**config.mk**
```make
export PLATFORM = sky130hd
export DESIGN_NAME = register_file_scoreboard
export DESIGN_NICKNAME = d
export VERILOG_FILES = /design/src/rtl/register_file_scoreboard_pkg.sv /design/src/rtl/register_file_scoreboard_pending_write_counter.sv /design/src/rtl/register_file_scoreboard.sv
export SDC_FILE = /design/constraint.sdc
export NUM_CORES = 2
export LEC_CHECK = 0
export BUFFER_PORTS_ARGS = -buffer_cell sky130_fd_sc_hd__buf_4
export CORE_UTILIZATION = 50
export DETAILED_ROUTE_END_ITERATION = 7
export PLACE_DENSITY = 0.77
export SYNTH_ARGS = -nofsm -noshare
export SYNTH_HDL_FRONTEND = slang
export SYNTH_SLANG_ARGS = --single-unit
```
**constraint.sdc**
```tcl
create_clock -name Clk -period 6.35 [get_ports Clk]
set_input_delay 0.3175 -clock Clk [delete_from_list [all_inputs] [get_ports Clk]]
set_output_delay 0.3175 -clock Clk [all_outputs]
set_load 0.02 [all_outputs]
```
**src/rtl/register_file_scoreboard_pkg.sv**
```systemverilog
// Shared constants, types and hit helpers for the register file and its
// pending-write scoreboard.
package register_file_scoreboard_pkg;

  localparam int NUM_REGS     = 32;
  localparam int REG_ADDR_W   = 5;
  localparam int DATA_W       = 32;
  localparam int MAX_INFLIGHT = 4;
  localparam int CNT_W        = 3;

  localparam logic [REG_ADDR_W-1:0] REG_ZERO = 5'd0;
  localparam logic [REG_ADDR_W-1:0] REG_RA   = 5'd31;
  localparam logic [CNT_W:0]        MAX_CNT  = (CNT_W+1)'(MAX_INFLIGHT);

  typedef logic [REG_ADDR_W-1:0] reg_addr_t;
  typedef logic [CNT_W-1:0]      cnt_t;

  typedef struct packed {
    logic      valid;
    reg_addr_t addr;
  } reg_event_t;

  // Register 0 never tracks writes, so events aimed at it never hit.
  function automatic logic hits(reg_event_t ev, reg_addr_t r);
    return ev.valid && (ev.addr == r) && (r != REG_ZERO);
  endfunction

  function automatic logic [1:0] dec_for(reg_event_t wb, reg_event_t cn, reg_addr_t r);
    return {1'b0, hits(wb, r)} + {1'b0, hits(cn, r)};
  endfunction

endpackage

```
**src/rtl/register_file_scoreboard_pending_write_counter.sv**
```systemverilog
// Saturating up/down count of outstanding writes to one register; err flags
// an underflow or overflow on the current update.
module pending_write_counter
  import register_file_scoreboard_pkg::*;
(
  input  logic       clk,
  input  logic       rst,
  input  logic       inc,
  input  logic [1:0] dec,
  output cnt_t       cnt,
  output logic       err
);

  cnt_t           cnt_q, cnt_d;
  logic [CNT_W:0] up;
  logic [CNT_W:0] dec_ext;
  logic [CNT_W:0] net;

  always_comb begin
    up      = {1'b0, cnt_q} + {{CNT_W{1'b0}}, inc};
    dec_ext = {{(CNT_W-1){1'b0}}, dec};
    net     = '0;
    cnt_d   = cnt_q;
    err     = 1'b0;
    if (dec_ext > up) begin
      cnt_d = '0;
      err   = 1'b1;
    end else begin
      net = up - dec_ext;
      if (net > MAX_CNT) begin
        cnt_d = MAX_CNT[CNT_W-1:0];
        err   = 1'b1;
      end else begin
        cnt_d = net[CNT_W-1:0];
      end
    end
  end

  always_ff @(posedge clk) begin
    if (rst) cnt_q <= '0;
    else     cnt_q <= cnt_d;
  end

  assign cnt = cnt_q;

endmodule

```
**src/rtl/register_file_scoreboard.sv**
```systemverilog
// 32x32 MIPS register file with write-through read bypass and a per-register
// pending-write scoreboard that stalls decode on RAW hazards or full counters.
module register_file_scoreboard
  import register_file_scoreboard_pkg::*;
(
  input  logic                  Clk,
  input  logic                  Rst,
  input  logic [REG_ADDR_W-1:0] ReadReg1In,
  input  logic [REG_ADDR_W-1:0] ReadReg2In,
  input  logic                  Use1In,
  input  logic                  Use2In,
  output logic [DATA_W-1:0]     ReadData1Out,
  output logic [DATA_W-1:0]     ReadData2Out,
  input  logic                  IssueRegWriteIn,
  input  logic [REG_ADDR_W-1:0] IssueDestRegIn,
  input  logic                  RegWriteIn,
  input  logic [REG_ADDR_W-1:0] DestinationRegIn,
  input  logic [DATA_W-1:0]     RegWriteDataIn,
  input  logic                  CancelValidIn,
  input  logic [REG_ADDR_W-1:0] CancelDestRegIn,
  output logic                  StallOut,
  output logic                  ScoreboardErrorOut
);

  logic [NUM_REGS-1:0][DATA_W-1:0] regs_q, regs_d;
  logic [NUM_REGS-1:0][CNT_W-1:0]  cnt;
  logic [NUM_REGS-1:1]             inc_vec;
  logic [NUM_REGS-1:1]             err_vec;
  logic [NUM_REGS-1:1][1:0]        dec_vec;
  logic                            err_q, err_d;
  reg_event_t                      wb, cn, iss;
  logic [1:0]                      dec_rd1, dec_rd2, dec_iss;
  logic                            raw_stall, full_stall, stall;

  assign wb  = {RegWriteIn, DestinationRegIn};
  assign cn  = {CancelValidIn, CancelDestRegIn};
  assign iss = {IssueRegWriteIn, IssueDestRegIn};

  // A write-back or cancel landing this cycle already counts toward releasing the hazard.
  always_comb begin
    dec_rd1    = dec_for(wb, cn, ReadReg1In);
    dec_rd2    = dec_for(wb, cn, ReadReg2In);
    dec_iss    = dec_for(wb, cn, IssueDestRegIn);
    raw_stall  = (Use1In && (ReadReg1In != REG_ZERO) &&
                  ({1'b0, cnt[ReadReg1In]} > {{(CNT_W-1){1'b0}}, dec_rd1})) ||
                 (Use2In && (ReadReg2In != REG_ZERO) &&
                  ({1'b0, cnt[ReadReg2In]} > {{(CNT_W-1){1'b0}}, dec_rd2}));
    full_stall = hits(iss, IssueDestRegIn) &&
                 ({1'b0, cnt[IssueDestRegIn]} >= (MAX_CNT + {{(CNT_W-1){1'b0}}, dec_iss}));
    stall      = raw_stall || full_stall;
  end

  assign StallOut = stall;

  assign cnt[0] = '0;
  for (genvar r = 1; r < NUM_REGS; r++) begin : g_cnt
    assign inc_vec[r] = hits(iss, REG_ADDR_W'(r)) && !stall;
    assign dec_vec[r] = dec_for(wb, cn, REG_ADDR_W'(r));
    pending_write_counter u_cnt (
      .clk (Clk),
      .rst (Rst),
      .inc (inc_vec[r]),
      .dec (dec_vec[r]),
      .cnt (cnt[r]),
      .err (err_vec[r])
    );
  end

  always_comb begin
    regs_d = regs_q;
    if (hits(wb, DestinationRegIn)) regs_d[DestinationRegIn] = RegWriteDataIn;
    regs_d[0] = '0;
    err_d = err_q | (|err_vec);
  end

  always_ff @(posedge Clk) begin
    if (Rst) begin
      regs_q <= '0;
      err_q  <= 1'b0;
    end else begin
      regs_q <= regs_d;
      err_q  <= err_d;
    end
  end

  assign ScoreboardErrorOut = err_q;

  always_comb begin
    ReadData1Out = regs_q[ReadReg1In];
    if (ReadReg1In == REG_ZERO)
      ReadData1Out = '0;
    else if (RegWriteIn && (DestinationRegIn == ReadReg1In))
      ReadData1Out = RegWriteDataIn;
  end

  always_comb begin
    ReadData2Out = regs_q[ReadReg2In];
    if (ReadReg2In == REG_ZERO)
      ReadData2Out = '0;
    else if (RegWriteIn && (DestinationRegIn == ReadReg2In))
      ReadData2Out = RegWriteDataIn;
  end

endmodule

```
==> results.ini <==
[status]
status = complete, but fails checks
violations = design-rule violations

[setup_path]
endpoint_kind = flip-flop
cp.required_ps = 6880
timing.rr.start = g_cnt[5].u_cnt.cnt[1]
path_cells = mux4_2 -> mux4_2 -> mux2_4 -> ha_4 -> nor2b_1 -> o21ai_1 -> o41ai_2 -> o311ai_2 -> nand3_4 -> buf_12 -> buf_4 -> nor3_2 -> ha_2 -> ha_1 -> ha_1 -> nor2b_1 -> or2_2 -> nor2_2 -> a32oi_2 -> or4_4 -> nor4_2 -> buf_4 -> a41oi_2
slowest_delay_ps = 590
cp.arrival_ps = 6680
crit_slowest_cell = or4_4
worstSetupStartpointType = flip-flop
critPathMaxFanout = 7
crit_path_start = g_cnt[5].u_cnt.cnt[1]
crit_type = reg -> reg

[global_routing]
grt-ovfl-total = 0
grt_pass1_wl_um = 339500
grt_pass1_vias = 55271
grt_max_degree = 219
grtUsageTotal_pct = 35.42
antenna_found_initial = 7

[clock_tree]
cts_tree = done
cts-root-buf = clkbuf_16
cts_inserted_buffers = 110
clk-insertion-delay-late_ps = 730
clk_pin_slew_ps = 60
clock_sinks = 1086
htreeDepth = 3
clock_path_buffers = 3

[yosys]
syn_area_um2 = 62520
yosysUniqueCellTypes = 63
ys_ff_latch = 1086
syn_inst = 6949
syn_nets = 7208
yosys_warnings = 0
syn_area_per_cell_um2 = 8.996
yosysSeqAreaShare_pct = 34.78
synth_edf_count = 0
synthArstFlopShare_pct = 0
synthFlopType = dfxtp_1

[power]
power_leakage_uw = 0.02384
ir_drop_mv = 0.2502
power_density_nw_per_um2 = 225.0

[place]
gp_congestion = 0.9481
port_buffers = 129
dp_hpwl_um = 125000
dpl_worst_slack_ps = -110.9
dp_cells = 8231
placement.cell_area_um2 = 64570

[timing]
timing.final.crit_share_pct = 96.96
fin_skew_ps = 65.36
min_period_ps = 6157
max_freq_mhz = 162.4
finalSetupTns_ps = 0
relSlewSlack_pct = 16.34
setup-violations-final = 0
tightestPinTransition_ps = 1255
worst_slack_ps = 193.2
hold_viol = 0
drv_slew = 0

[floorplan]
start_util_pct = 50.50
die_x_um = 355.6
rows = 129
core_um2 = 123800
ios = 130
die_h_um = 355.6
dieArea_um2 = 126500

[route]
ant_nets = 0
vias = 57515
drc = 30
drt_iter0_markers = 9849
routed_via_density = 6.789
wirelength_um = 229300
firstDrtPassIters = 8
wl_per_cell_um = 27.06

[layout]
fin_nets = 6990
fin_cells = 8472
syn_to_final_growth_pct = 10.44
fin_area_um2 = 69040
drive_gt1_share_pct = 20.16
fill_cells = 10303

[min_path]
hold_class = in -> reg
min-delay-start = RegWriteDataIn[0]

[job]
cap_viol_max_count = 0

## power by group
| part | total [uW] | switching, uW | internal, uW |
|---|---|---|---|
| logic | 1570 | 1020 | 556 |
| clock network | 7010 | 3050 | 3970 |
| registers | 6950 | 71.0 | 6880 |
| total | 15500 | 4130 | 11400 |
## critical path: cells and delay by family (launching register included)
kind            cells  cell delay, ps
simple gates        8            1930
compound gates      5             850
fa+ha+maj           4            1000
mux                 3            1280
buf+inv             3             550
flops               1             360
## cells in the mapped netlist, drive strengths merged, types with 37 or more instances
| cell | count | area (um2) |
|---|---|---|
| nor2 | 209 | 784.5 |
| mux2 | 80 | 900.9 |
| o21ai | 39 | 195.2 |
| mux2i | 85 | 850.8 |
| mux4 | 652 | 14680 |
| ha | 164 | 2052 |
| inv | 160 | 600.6 |
| a21oi | 1130 | 5655 |
| nand2 | 2104 | 7898 |
| clkbuf | 470 | 1778 |
| nand3 | 42 | 215.2 |
| dfxtp | 1086 | 21740 |
| nor3 | 83 | 415.4 |
| a22o | 68 | 595.6 |
| nor2b | 37 | 231.5 |
| buf | 203 | 930.9 |
## layout by cell type (no fill, tap or decap), types with 18 or more instances in the layout
| cell | count |
|---|---|
| dfxtp_1 | 1079 |
| xnor2_1 | 29 |
| or4_1 | 19 |
| clkbuf_16 | 112 |
| nor4_1 | 19 |
| buf_4 | 301 |
| clkbuf_1 | 18 |
| nor2b_1 | 34 |
| mux2_2 | 79 |
| mux2i_1 | 85 |
| o21ai_0 | 36 |
| a21oi_1 | 1128 |
| clkinv_2 | 20 |
| nand2_2 | 31 |
| nand2_1 | 2073 |
| ha_1 | 153 |
| a22o_1 | 68 |
| mux4_2 | 652 |
| clkbuf_8 | 27 |
| nand2b_1 | 19 |
| inv_1 | 127 |
| fa_1 | 31 |
| inv_2 | 32 |
| nor3_1 | 80 |
| xor2_1 | 23 |
| nand3_1 | 40 |
| nor2_1 | 208 |
| dlygate4sd3_1 | 21 |
## layout make-up
type                       instances  area [um2]  area share [%]
antenna                            9       22.52         0.03262
clock inverter                    51       675.6          0.9786
timing repair buffer             343        2861           4.144
multi-input combinational       5028       37850           54.83
inverter                         162       613.1          0.8880
tap                             1637        2048           2.967
sequential                      1086       21750           31.50
clock buffer                     156        3217           4.659
## metal layers
layer	track usage, %	wire length (um)	vias to the layer above	share of wire (%)
met5	0.7547	349	-	0.15
met4	25.26	18490	8	8.1
met3	11.43	34770	1241	15
met2	51.94	98270	4717	43
met1	43.93	77400	27545	34
li1	-	-	24004	-
## logic make-up after synthesis
group                    count (synthesis)  share of synthesized area [%]
AO/OA/AOI/OAI                         1359                          11.89
XOR/XNOR                                52                         0.7285
adder cells (fa/ha/maj)                195                          4.275
buffers and inverters                  835                          5.306
flip-flops                            1086                          34.78
multiplexers                           817                          26.29
AND/OR/NAND/NOR                       2605                          16.74
## worst paths after layout
check	cells past startpoint	endpoint	slack, ps
max	23	ScoreboardErrorOut	190
min reg2reg	2	regs_q[599]	460
min	3	regs_q[992]	9
max reg2reg	23	ScoreboardErrorOut	190
## flip-flops by register name, summed over array words and instances (netlist names)
name                cells
regs_q                992
ScoreboardErrorOut      1
g_cnt.u_cnt.cnt        93
## stage by stage
stage	hold WS (ps)	util (%)	power (uW)
detailed placement	455.6	52.16	8558
CTS	0.09620	55.47	15410
global placement	447.9	52.16	8535
finish	9.259	55.77	15530
global route	36.55	55.76	15860
floorplan	442.4	-	8098
## what timing repair did
item,4_1_cts,5_1_grt
endpoints found under the hold margin,309,0
gates resized for setup,0,64
hold buffers,21,0
endpoints found under the setup margin,0,1
setup buffers,0,3
No activity file was read; power rests on OpenSTA's default activity.
